--- config.mk ---
export PLATFORM = sky130hd
export DESIGN_NAME = fetch_ctrl
export DESIGN_NICKNAME = d
export VERILOG_FILES = /design/src/rtl/fetch_ctrl.sv
export SDC_FILE = /design/constraint.sdc
export NUM_CORES = 1
export LEC_CHECK = 0
export BUFFER_PORTS_ARGS = -buffer_cell sky130_fd_sc_hd__clkbuf_2
export CORE_ASPECT_RATIO = 2
export CORE_UTILIZATION = 30
export DETAILED_ROUTE_END_ITERATION = 8
export HOLD_SLACK_MARGIN = 0.06
export MAX_ROUTING_LAYER = met4
export PLACE_DENSITY = 0.53
export SYNTH_ARGS = -nofsm -noshare
export SYNTH_HDL_FRONTEND = slang
export SYNTH_SLANG_ARGS = --single-unit
--- constraint.sdc ---
create_clock -name clk -period 5.97 [get_ports clk]
set_input_delay 0.8955 -clock clk [delete_from_list [all_inputs] [get_ports clk]]
set_output_delay 0.8955 -clock clk [all_outputs]
set_load 0.005 [all_outputs]
--- src/rtl/fetch_ctrl.sv ---
// Instruction-fetch controller: one outstanding imem request, 2-entry decode queue, next_pc select.
// Optional misaligned-redirect trap enabled by defining FETCH_MISALIGN_CHK_EN.
module fetch_ctrl #(
    parameter logic [31:0] RESET_PC = 32'h0000_0000
) (
    input  logic        clk,
    input  logic        reset,
    input  logic [31:0] pc,
    output logic [31:0] next_pc,
    input  logic        redirect,
    input  logic [31:0] redirect_pc,
    output logic        imem_req,
    output logic [31:0] imem_addr,
    input  logic        imem_gnt,
    input  logic        imem_rvalid,
    input  logic [31:0] imem_rdata,
    output logic        inst_valid,
    output logic [31:0] inst,
    output logic [31:0] inst_pc,
    input  logic        inst_ready,
    output logic        fetch_fault
);

    localparam logic [1:0] S_IDLE = 2'd0;
    localparam logic [1:0] S_REQ  = 2'd1;
    localparam logic [1:0] S_WAIT = 2'd2;
    localparam logic [1:0] S_DROP = 2'd3;

    logic [1:0]  state;
    logic [1:0]  count;
    logic [1:0]  count_pop;
    logic [31:0] req_pc;
    logic [31:0] q_inst [2];
    logic [31:0] q_pc   [2];
    logic        fault_q;
    logic        misaligned;
    logic        grant;
    logic        push;
    logic        pop;

`ifdef FETCH_MISALIGN_CHK_EN
    assign misaligned = redirect && (redirect_pc[1:0] != 2'b00);

    always_ff @(posedge clk) begin
        if (reset) begin
            fault_q <= 1'b0;
        end else if (misaligned) begin
            fault_q <= 1'b1;
        end
    end
`else
    assign misaligned = 1'b0;
    assign fault_q    = 1'b0;
`endif

    assign fetch_fault = fault_q;
    assign inst_valid  = (count != 2'd0);
    assign inst        = q_inst[0];
    assign inst_pc     = q_pc[0];
    assign pop         = inst_valid && inst_ready;
    assign count_pop   = count - {1'b0, pop};
    // A same-cycle pop frees a slot, so the throttle looks at the post-pop occupancy.
    assign imem_req    = (state == S_REQ) && (count_pop != 2'd2) && !fault_q;
    assign imem_addr   = pc;
    assign grant       = imem_req && imem_gnt;
    assign push        = (state == S_WAIT) && imem_rvalid && !redirect;

    always_comb begin
        next_pc = pc;
        if (reset) begin
            next_pc = RESET_PC;
        end else if (redirect) begin
            next_pc = misaligned ? pc : redirect_pc;
        end else if (grant) begin
            next_pc = pc + 32'd4;
        end
    end

    always_ff @(posedge clk) begin
        if (reset) begin
            state     <= S_IDLE;
            req_pc    <= '0;
        end else begin
            case (state)
                S_IDLE: state <= S_REQ;
                S_REQ: begin
                    if (grant) begin
                        req_pc <= pc;
                        state  <= redirect ? S_DROP : S_WAIT;
                    end
                end
                S_WAIT: begin
                    // A response landing in the redirect cycle is consumed and discarded here.
                    if (imem_rvalid) begin
                        state <= S_REQ;
                    end else if (redirect) begin
                        state <= S_DROP;
                    end
                end
                S_DROP: begin
                    if (imem_rvalid) begin
                        state <= S_REQ;
                    end
                end
                default: state <= S_IDLE;
            endcase
        end
    end

    always_ff @(posedge clk) begin
        if (reset) begin
            count     <= '0;
            q_inst[0] <= '0;
            q_inst[1] <= '0;
            q_pc[0]   <= '0;
            q_pc[1]   <= '0;
        end else if (redirect) begin
            count <= '0;
        end else begin
            if (pop) begin
                q_inst[0] <= q_inst[1];
                q_pc[0]   <= q_pc[1];
            end
            if (push) begin
                if (count_pop == 2'd0) begin
                    q_inst[0] <= imem_rdata;
                    q_pc[0]   <= req_pc;
                end else begin
                    q_inst[1] <= imem_rdata;
                    q_pc[1]   <= req_pc;
                end
            end
            count <= count_pop + {1'b0, push};
        end
    end

endmodule

# After elaboration in Yosys (flattened, before gate mapping)
# Memory sizes are Yosys's and may differ from the RTL's.
# Cells that the tools add are included.
word_totals:
  reg_bits: 36
  latchBits: 0
  ramBits: 128
  romBits: 0
  in_bits: 102
  wordCells: 64
  memories: 2
classes:
  add_sub_neg: 3
  multipliers: 0
  div_mod_pow: 0
  n_lt_le_gt_ge: 0
  n_eq_ne: 7
  shifts: 0
  mux: 31
  bitwise_logic: 6
  reduce_logical: 12
mem_list:
  columns: ["name", "words", "width", "read_ports", "rd_clocked_by_memory_dff", "wr", "line_no", "text"]
  rows:
  - ["q_inst", 2, 32, 2, 0, 2, "33", "logic [31:0] q_inst [2];"]
  - ["q_pc", 2, 32, 2, 0, 2, "34", "logic [31:0] q_pc [2];"]
op_table:
  columns: ["op", "count"]
  rows:
  - ["$mux 32", 9]
  - ["$add 32x3->32 const B", 1]
  - ["$mux 1", 17]
  - ["$mux 2", 4]
  - ["$pmux 2 s4", 1]
  - ["$ne 2x2->1 const B", 3]
  - ["$or 1x1->1", 6]
  - ["$logic_and 1x1->1", 5]
  - ["$eq 2x2->1 const B", 2]
  - ["$logic_not 2->1", 2]
  - ["$ne 3x3->1 const B", 1]
  - ["$reduce_and 3->1", 1]
  - ["$add 2x1->2", 1]
  - ["$eq 2x1->1 const B", 1]
  - ["$reduce_and 2->1", 1]
  - ["$reduce_bool 2->1", 1]
  - ["$reduce_or 2->1", 1]
  - ["$sub 2x1->2", 1]
  - ["$logic_not 1->1", 1]

# Depth between registers and ports, before layout
# Gate-level depths: netlist of run 1.
logic_depth:
  word_depth: 10
  depth_mapped: 9
  ltp_nobuf: 7

# Worst setup path before layout of run 1
# OpenSTA, ideal clock, no wires.
synth_timing:
  kind: "input -> register"
  start: "in inst_ready"
  end: "mem q_inst[1][0], in the netlist q_inst[0][32] (enable)"
  arrival_ns: 4.325
  required_time_ns: 5.471
  path_slack_ns: 1.146
  path_stages: 4
  cell_sequence: "buf_2 -> nor2b_1 -> nor2_1 -> o21bai_1"
synth_rtl:
  columns: ["item", "line_no", "text"]
  rows:
  - ["from (decl)", "20", "input logic inst_ready,"]
  - ["to (decl)", "33", null]

# Worst setup path after layout of run 1
layout_timing:
  start: "in pc[4]"
  end: "out next_pc[29]"
layout_via:
  elab_chain_cells: 4
layout_lines:
  columns: ["item", "line_no", "text"]
  rows:
  - ["from (decl)", "8", "input logic [31:0] pc,"]
  - ["$add 32x3->32", "75", "next_pc = pc + 32'd4;"]
  - ["$mux 32", "74", "end else if (grant) begin"]
  - ["$mux 32", "72", "end else if (redirect) begin"]
  - ["$mux 32", "70", "if (reset) begin"]
  - ["to (decl)", "9", "output logic [31:0] next_pc,"]
# Every way passes these cells.

==> run summary, run 1 <==
outcome = completed
Syn Inst Count = 827
layout cell share with drive strength beyond 1 = 29.2%
Hold Crit Depth = 2
Worst EP arrival = 3.30 ns
max-slew violations = 0
hold-fix buffers at CTS = 0
fillers = 2816
Root Buffer = clkbuf_16
Max-slew headroom = 23.5%
drt first pass iters = 4
Power Dens Cells = 285 nW/um^2
sequential share of the synthesized area = 54.9%
I/O pins = 233
Clock Latency Late Sink = 0.42 ns
largest area contributor in the netlist = edfxtp_1
Mapped Avg Cell Area = 10.1 sq um
Max FO, Critical Path = 11
Min-Delay Path Class = register to register
drt drc = 0
area of the multi-input gates = 2850 sq um
Util after Layout = 35.6%
CP startpoint kind = input pin
Core Area = 27100 sq um
CP Class = input pin to output port
Die Y = 237 um
Avg WL per Cell = 16.1 um
number of synthesized flops with an enable pin = 128
period utilization = 70.2%
R2R setup slack = 2.84 ns
largest cells by area after synthesis = edfxtp_1 (46%), buf_4 (8.8%), dfxtp_1 (8.7%)
Starting Density = 30.7%
Synth Area in Compound Gates = 11.7%
Die Wd = 120 um
Post-Syn Nets = 933
# clock sinks = 164
clock tree buffer depth = 2
maxcap violations = 0
Placer Congestion = 0.759
Cell Area, Placed = 9110 sq um
pre-CTS setup slack = 1.78 ns
largest family of logic cells by synthesized area = simple AND/OR/NAND/NOR gates
Seq cells post-synth = 164
fin area = 9660 sq um
Total Routed Length = 20.9 mm
vias in the first global route = 5766
nets@finish = 1045
post_cts resized = 0
worst vdd ir = 0.209 mV
htree depth = 4
detailed-route via count = 5929
final setup margin = 1.78 ns
setup violators final = 0
initial antenna violation count = 0
total gr overflow = 0
mapped cell area = 8320 sq um
Simple-Gate Fraction of Synth Area = 17.9%
CTS clk-pin slew, worst paths = 0.06 ns
unique cell type count in the Yosys netlist = 43
Routed Antenna Nets = 0
Global Route Usage Sum = 15.5%
asr flop ratio synth = 0%
Slew @ Worst Pin = 1.15 ns
Vias/cell = 4.56
setup TNS = 0 ns
R2R cell count = 6
area grow syn2layout = 16.2%
Core Rows = 85
Post-DP HPWL = 14.4 mm
min Tclk post-route = 4.19 ns
Max Freq = 238 MHz
Die ar. = 28400 sq um
clock buffers created by TritonCTS = 17
ANT cells = 0
Synth Area in Adders = 0.602%
post-synthesis share of cell area spent on xor and xnor gates = 2.83%
Top FF cell, synth = edfxtp_1
pin count of the biggest net entering global routing = 67
register area = 4560 sq um
first-pass GRT wire length = 32.7 mm
count of input and output buffers = 231
multiplexer share of the synthesized area = 0.361%
top cell type's share of synthesized area = 46.2%
CP required = 5.07 ns
1st-iter DRT viols = 253
CP Capture Type = output port
CTS tree = done
Yosys warnings = 0
skew final = 0.00670 ns
setup bufs post-CTS = 0
Final Hold Viols = 0
leak pwr = 3.85 nW
RSZ-0062 raised after global routing = false
synthesized netlist by cell type, types with 3 or more instances:
library cell and n:
a211oi_1 21, a21oi_1 81, a22o_1 25, a311oi_1 4, and2_1 67, and4_1 6
buf_1 3, buf_4 97, clkbuf_1 44, dfxtp_1 36, edfxtp_1 128, ha_1 4
inv_1 13, mux2i_1 3, nand2_1 158, nand3_1 9, nand4_1 7, nor2_1 38
nor2b_1 3, nor3_1 8, nor4_1 11, o21ai_0 5, o21bai_1 4, o31a_1 4
or3_1 4, xnor2_1 21, xor2_1 4
where the power goes:
group          leakage (nW)  internal, mW  switching (mW)  total [mW]
Combinational          1.96         0.138           0.236       0.374
Sequential             1.61          1.30          0.0388        1.34
Clock                 0.275         0.590           0.442        1.03
area by class of cell:
cell class,count,share of cell area (%)
clock buffer,25,5.24
tap,348,4.51
multi-input combinational,503,29.4
clock inverter,7,0.427
inverter,14,0.544
timing repair buffer,239,12.6
sequential,164,47.2
logic make-up (layout without fill, tap and decap cells):
logic type	after synthesis	after routing
simple gates	316	316
flops	164	164
buf+inv	160	285
compound gates	153	153
xor+xnor	26	26
fa+ha+maj	4	4
mux	3	3
other cells	1	1
state kept, by name, summed over array words and instances, names as in the netlist:
name	count
state	2
q_pc	64
q_inst	64
count	2
req_pc	32
routing by layer:
layer	up-vias	share of wire, %	GRT usage (%)
met2	174	53	27.4
met4	0	2.4	6.21
met5	-	0	-
li1	3002	-	-
met1	2731	41	17.3
met3	22	3.6	2.42
stage by stage:
step / hold WS [ns] / power, mW / cells
finish: 0.466 / 2.75 / 1300
global route: 0.487 / 2.88 / 1300
CTS: 0.466 / 2.79 / 1300
global placement: 0.454 / 1.75 / 1268
detailed placement: 0.457 / 1.75 / 1268
floorplan: 0.445 / 1.61 / 827
cell usage in the layout, fill, tap and decap left out, drive strengths merged, types with 7 or more instances in the layout:
cell type,netlist,final
a211oi,21,21
a21oi,81,81
a22o,25,25
and2,67,67
buf,102,8
clkbuf,44,256
dfxtp,36,36
edfxtp,128,128
inv,14,18
nand2,158,158
nand3,9,9
nand4,8,8
nor2,38,38
nor3,8,8
nor4,11,11
o21ai,7,7
xnor2,21,21
path summary, 6_finish.rpt:
| check | startpoint | endpoint |
|---|---|---|
| worst min register to register | req_pc[28] | req_pc[28] |
| worst max-delay path | pc[4] | next_pc[29] |
| worst max register to register | state[1] | q_inst[0][3] |
| worst min-delay path | req_pc[28] | req_pc[28] |
critical path, stage by stage:
cell	delay, ns
clkbuf_2	0.17
and3_1	0.18
nand4_1	0.49
or4_1	0.74
or3_1	0.36
a311oi_1	0.29
clkbuf_2	0.16
Power figures use the tool's default switching activity.
==> run 2, diff against run 1 <==
--- a/config.mk
+++ b/config.mk
@@ -5,13 +5,14 @@
 export SDC_FILE = /design/constraint.sdc
 export NUM_CORES = 1
 export LEC_CHECK = 0
+export ABC_AREA = 1
 export BUFFER_PORTS_ARGS = -buffer_cell sky130_fd_sc_hd__clkbuf_2
 export CORE_ASPECT_RATIO = 2
 export CORE_UTILIZATION = 30
 export DETAILED_ROUTE_END_ITERATION = 8
 export HOLD_SLACK_MARGIN = 0.06
 export MAX_ROUTING_LAYER = met4
-export PLACE_DENSITY = 0.53
+export PLACE_DENSITY = 0.52
 export SYNTH_ARGS = -nofsm -noshare
 export SYNTH_HDL_FRONTEND = slang
 export SYNTH_SLANG_ARGS = --single-unit
==> constraint.sdc (replaced) <==
create_clock -name clk -period 4.3 [get_ports clk]
set_input_delay 0.645 -clock clk [delete_from_list [all_inputs] [get_ports clk]]
set_output_delay 0.645 -clock clk [all_outputs]
set_load 0.005 [all_outputs]
==> run 2 against run 1 <==
  * Wire length rose by 9.2%
  * Largest cell class unchanged
  * Clock power rose by 46%
  * Critical endpoint is now next_pc[10]
  * Sequential share of layout area fell by 2.2 points
  * Total power rose by 47%
  * Via count rose by 15%
  * Clock skew rose by 0.0025 ns
  * Combinational power rose by 74%
  * Clock-buffer cell count fell by 2
  * Non-clock buffer count rose by 2
  * Register-to-register slack got worse by 1.2 ns
  * Hold slack improved by 0.0085 ns
==> run summary, run 2 <==
skew final = 0.00922 ns (+0.00252 ns)
Min-Delay Path Class = register to register
layout cell share with drive strength beyond 1 = 26.8% (-2.4 points)
Placer Congestion = 0.890 (+17%)
Post-DP HPWL = 16.9 mm (+17%)
R2R setup slack = 1.68 ns (-1.16 ns)
unique cell type count in the Yosys netlist = 30 (-30%)
period utilization = 74.6%
1st-iter DRT viols = 302 (+19%)
largest area contributor in the netlist = edfxtp_1
ANT cells = 0 (unchanged)
Top FF cell, synth = edfxtp_1
Clock Latency Late Sink = 0.43 ns (about the same)
Yosys warnings = 0 (unchanged)
initial antenna violation count = 0 (unchanged)
min Tclk post-route = 3.21 ns
htree depth = 4 (unchanged)
Post-Syn Nets = 1121 (+20%)
drt drc = 0 (unchanged)
pin count of the biggest net entering global routing = 65 (-3.0%)
CP startpoint kind = register
sequential share of the synthesized area = 51.9% (-3.0 points)
area grow syn2layout = 15.1%
Core Area = 28800 sq um (+6.4%)
RR Startpoint = state[1]
number of synthesized flops with an enable pin = 128 (unchanged)
Avg WL per Cell = 15.2 um (-5.4%)
Vias/cell = 4.54 (-0.50%)
count of input and output buffers = 231 (unchanged)
Routed Antenna Nets = 0 (unchanged)
outcome = completed
asr flop ratio synth = 0% (unchanged)
maxcap violations = 0 (unchanged)
count leader, synth = nor2_1
CP Capture Type = output port
commonest non-fill, non-tap cell in the layout = clkbuf_2
Slew @ Worst Pin = 0.889 ns (-0.257 ns)
# clock sinks = 164 (unchanged)
Die Wd = 123 um (+2.8%)
CTS clk-pin slew, worst paths = 0.06 ns (about the same)
R2R cell count = 10 (+4)
mapped cell area = 8800 sq um (+5.8%)
Max FO, Critical Path = 50 (+39)
setup bufs post-CTS = 0 (unchanged)
pre-CTS setup slack = 1.19 ns (-0.588 ns)
Seq cells post-synth = 164 (unchanged)
Hold Path End = req_pc[24]
final hold slack = 0.475 ns (+0.00849 ns)
Syn Inst Count = 1015 (+23%)
max-slew violations = 0 (unchanged)
worst vdd ir = 0.262 mV (+25%)
hold-fix buffers at CTS = 0 (unchanged)
RSZ-0062 raised after global routing = false
total gr overflow = 0 (unchanged)
CP required = 3.65 ns (-1.42 ns)
Worst EP arrival = 2.56 ns (-0.74 ns)
most frequent cells after synthesis = nor2_1 (138), nand2_1 (133), edfxtp_1 (128)
Root Buffer = clkbuf_16
leak pwr = 4.34 nW (+13%)
Mapped Avg Cell Area = 8.67 sq um (-14%)
Total Routed Length = 22.8 mm (+9.2%)
setup TNS = 0 ns (unchanged)
Max-slew headroom = 40.7% (+17 points)
Max Freq = 312 MHz
clock tree buffer depth = 2 (unchanged)
drt first pass iters = 5 (+1)
largest cells by area after synthesis = edfxtp_1 (44%), buf_4 (9.0%), dfxtp_1 (8.2%)
post_cts resized = 0 (unchanged)
I/O pins = 233 (unchanged)
Hold Crit Start = req_pc[24]
Core Rows = 88 (+3.5%)
Global Route Usage Sum = 16.3% (+0.74 points)
top cell type's share of synthesized area = 43.7% (-2.5 points)
nets@finish = 1233 (+18%)
vias in the first global route = 6398 (+11%)
Power Dens Cells = 398 nW/um^2 (+40%)
Util after Layout = 35.1% (-0.52 points)
CTS tree = done
first-pass GRT wire length = 35.3 mm (+8.0%)
Final Hold Viols = 0 (unchanged)
Hold Crit Depth = 2 (unchanged)
setup violators final = 0 (unchanged)
detailed-route via count = 6807 (+15%)
Die ar. = 30100 sq um (+5.7%)
commonest cells after routing, fill and taps aside = clkbuf_2 (231), nor2_1 (138), nand2_1 (133)
Power, Total = 4.03 mW (+47%)
Starting Density = 30.5% (-0.17 points)
Die Y = 244 um (+2.8%)
CP Class = register to output port
Regs by FF count = q_inst (64), q_pc (64), req_pc (32)
clock buffers created by TritonCTS = 17 (unchanged)
Reg-to-Reg End = q_inst[0][0]
final setup margin = 1.09 ns (-0.682 ns)
==> run 2: cell count changes after synthesis, sizes merged, moves of 16 or more <==
cell	change
buf	+28
xnor2	-21
and2	-67
a22o	-25
a211oi	-16
a21oi	+16
o21ai	+133
nor2	+104
nand2	-24
clkbuf	-26
nand3	+40
inv	+99
==> run 2: metrics by stage <==
| stage | cells | area, sq um |
|---|---|---|
| after CTS | 1500 | 10100 |
| after floorplan | 1015 | 8800 |
| after detailed placement | 1468 | 9530 |
| after global placement | 1468 | 9530 |
| after global routing | 1500 | 10100 |
| final | 1500 | 10100 |
==> run 2: worst max-delay path by stage <==
| stage | endpoint | depth (start not counted) | from | slack (ns) |
|---|---|---|---|---|
| final | next_pc[10] | 8 | state[1] | 1.09 |
| after global routing | next_pc[10] | 8 | state[1] | 0.89 |
| after CTS | next_pc[10] | 8 | state[1] | 1.07 |
| after detailed placement | next_pc[10] | 10 | inst_ready | 1.19 |
| after global placement | next_pc[6] | 10 | inst_ready | 1.19 |
| after floorplan | q_inst[0][0] | 5 | inst_ready | 0.69 |
==> run 2: final cells by class <==
class                      instances  area, sq um
clock buffer                      23          532
sequential                       164         4560
fill                            3075        18700
inverter                         113          427
tap                              360          450
timing repair buffer             241         1240
multi-input combinational        590         2850
clock inverter                     9         62.6
==> run 2: critical path, cell delays in order, from the launching register on <==
cell	delay, ns
dfxtp_1	0.38
inv_1	0.06
ha_1	0.25
nand3_4	0.10
buf_4	0.41
buf_4	0.45
o21ai_0	0.14
a31oi_1	0.18
clkbuf_2	0.14
==> run 2: logic make-up after synthesis <==
| group | Yosys count | share of synthesized area, % |
|---|---|---|
| AO/OA/AOI/OAI | 249 | 15.4 |
| XOR/XNOR | 6 | 0.597 |
| adder cells (fa/ha/maj) | 4 | 0.569 |
| buffers and inverters | 261 | 16.2 |
| flip-flops | 164 | 51.9 |
| other | 1 | 0.0426 |
| AND/OR/NAND/NOR | 330 | 15.3 |
==> run 2: routing by layer <==
metal	up-vias	wire length, um	GRT usage (%)
li1	3487	-	-
met1	3053	8530	16.7
met2	226	12600	29.7
met3	41	869	2.29
met4	0	856	7.83
met5	-	0	-
==> run 2: where the power goes <==
| group | leakage, nW | switching, mW | internal (mW) | total [mW] |
|---|---|---|---|---|
| Combinational | 2.43 | 0.441 | 0.210 | 0.650 |
| Sequential | 1.62 | 0.0374 | 1.84 | 1.88 |
| Clock | 0.296 | 0.626 | 0.875 | 1.50 |
==> run 3, diff against run 2 <==
==> constraint.sdc (replaced) <==
create_clock -name clk -period 3.3 [get_ports clk]
set_input_delay 0.495 -clock clk [delete_from_list [all_inputs] [get_ports clk]]
set_output_delay 0.495 -clock clk [all_outputs]
set_load 0.005 [all_outputs]
==> run 3 against run 2 <==
  * Wire length rose by 5.0%
  * Die area did not move
  * Flip-flop and latch count did not move
  * Worst setup slack got worse by 0.72 ns
  * Critical path depth rose by 1
  * Clock power rose by 35%
  * Critical endpoint is now next_pc[2]
==> run summary, run 3 (synthesis results as in run 2) <==
outcome = completed
CTS tree = done
drt drc = 0 (unchanged)
Core Area = 28800 sq um (unchanged)
post_cts resized = 0 (unchanged)
Slew @ Worst Pin = 1.10 ns (+0.215 ns)
setup TNS = 0 ns (unchanged)
layout cell share with drive strength beyond 1 = 27.0% (+0.17 points)
nets@finish = 1237 (+0.32%)
CP startpoint kind = register
Util after Layout = 35.4% (+0.26 points)
1st-iter DRT viols = 307 (+1.7%)
commonest non-fill, non-tap cell in the layout = clkbuf_2
initial antenna violation count = 0 (unchanged)
max-slew violations = 0 (unchanged)
CP Class = register to output port
detailed-route via count = 6883 (+1.1%)
min Tclk post-route = 2.93 ns
ANT cells = 0 (unchanged)
worst vdd ir = 0.328 mV (+25%)
skew final = 0.00511 ns (-0.00412 ns)
fin area = 10200 sq um (+0.75%)
htree depth = 4 (unchanged)
CP required = 2.80 ns (-0.85 ns)
area grow syn2layout = 16.0%
Core Rows = 88 (unchanged)
RSZ-0062 raised after global routing = false
R2R cell count = 8 (-2)
Max-slew headroom = 26.1% (-15 points)
Power, Total = 5.37 mW (+33%)
clock buffers created by TritonCTS = 17 (unchanged)
Max FO, Critical Path = 22 (-56%)
maxcap violations = 0 (unchanged)
setup violators final = 0 (unchanged)
Clock Latency Late Sink = 0.43 ns (about the same)
Starting Density = 30.5% (unchanged)
Die Wd = 123 um (unchanged)
I/O pins = 233 (unchanged)
Die ar. = 30100 sq um (unchanged)
clock tree buffer depth = 2 (unchanged)
Vias/cell = 4.58 (+0.85%)
hold-fix buffers at CTS = 0 (unchanged)
Hold Crit Depth = 3 (+1)
Placer Congestion = 0.921 (+3.4%)
setup bufs post-CTS = 0 (unchanged)
Max Freq = 341 MHz
Total Routed Length = 24.0 mm (+5.0%)
drt first pass iters = 4 (-1)
pin count of the biggest net entering global routing = 79 (+22%)
Root Buffer = clkbuf_16
Power Dens Cells = 526 nW/um^2 (+32%)
period utilization = 88.8%
Worst EP arrival = 2.43 ns (-0.13 ns)
Post-DP HPWL = 18.2 mm (+7.6%)
Routed Antenna Nets = 0 (unchanged)
first-pass GRT wire length = 37.1 mm (+5.0%)
Avg WL per Cell = 15.9 um (+4.7%)
Global Route Usage Sum = 17.2% (+0.89 points)
CP Capture Type = output port
Die Y = 244 um (unchanged)
fillers = 3083 (+0.26%)
Cell Area, Placed = 9600 sq um (+0.71%)
Final Hold Viols = 0 (unchanged)
total gr overflow = 0 (unchanged)
vias in the first global route = 6720 (+5.0%)
# clock sinks = 164 (unchanged)
commonest cells after routing, fill and taps aside = clkbuf_2 (231), nor2_1 (138), nand2_1 (133)
CTS clk-pin slew, worst paths = 0.07 ns (about the same)
count of input and output buffers = 231 (unchanged)
leak pwr = 4.37 nW (+0.66%)
Min-Delay Path Class = input pin to register
Regs by FF count = q_inst (64), q_pc (64), req_pc (32)
-- run 3: cell type report --
class                      count  area (sq um)  area share [%]
sequential                   164          4560            44.7
multi-input combinational    590          2850            27.9
timing repair buffer         245          1310            12.9
tap                          360           450            4.42
inverter                     113           427            4.18
clock buffer                  17           425            4.17
clock inverter                15           178            1.74
-- run 3: worst max-delay path, stage by stage (launching register included) --
cell	delay, ns
dfxtp_1	0.34
inv_1	0.07
ha_1	0.26
nand3_4	0.27
inv_1	0.42
buf_12	0.19
o21ai_0	0.07
o21ai_0	0.19
inv_1	0.07
clkbuf_2	0.11
-- run 3: stage by stage --
stage / setup slack, ns / cells / hold slack, ns
after floorplan: 0.371 / 1015 / 0.445
after global placement: 0.411 / 1472 / 0.468
after detailed placement: 0.438 / 1472 / 0.471
after CTS: 0.326 / 1504 / 0.356
after global routing: 0.126 / 1504 / 0.369
final: 0.370 / 1504 / 0.379
-- run 3: final timing paths --
path / start / to / slack (ns)
max: state[1] / next_pc[2] / 0.37
min: imem_rdata[6] / q_inst[0][38] / 0.38
max reg2reg: state[1] / q_inst[0][8] / 0.84
min reg2reg: req_pc[22] / req_pc[22] / 0.48
-- run 3: report_power, final --
part	total, mW	leakage, nW	internal [mW]	switching (mW)
clock network	2.03	0.298	1.20	0.835
logic	0.883	2.45	0.295	0.589
registers	2.45	1.62	2.40	0.0482
-- run 3: routing by layer --
metal / routed length (um) / track usage [%] / up-vias
li1: - / - / 3497
met1: 8650 / 17.1 / 3125
met2: 13300 / 31.3 / 215
met3: 855 / 2.22 / 46
met4: 1120 / 9.82 / 0
met5: 0 / - / -
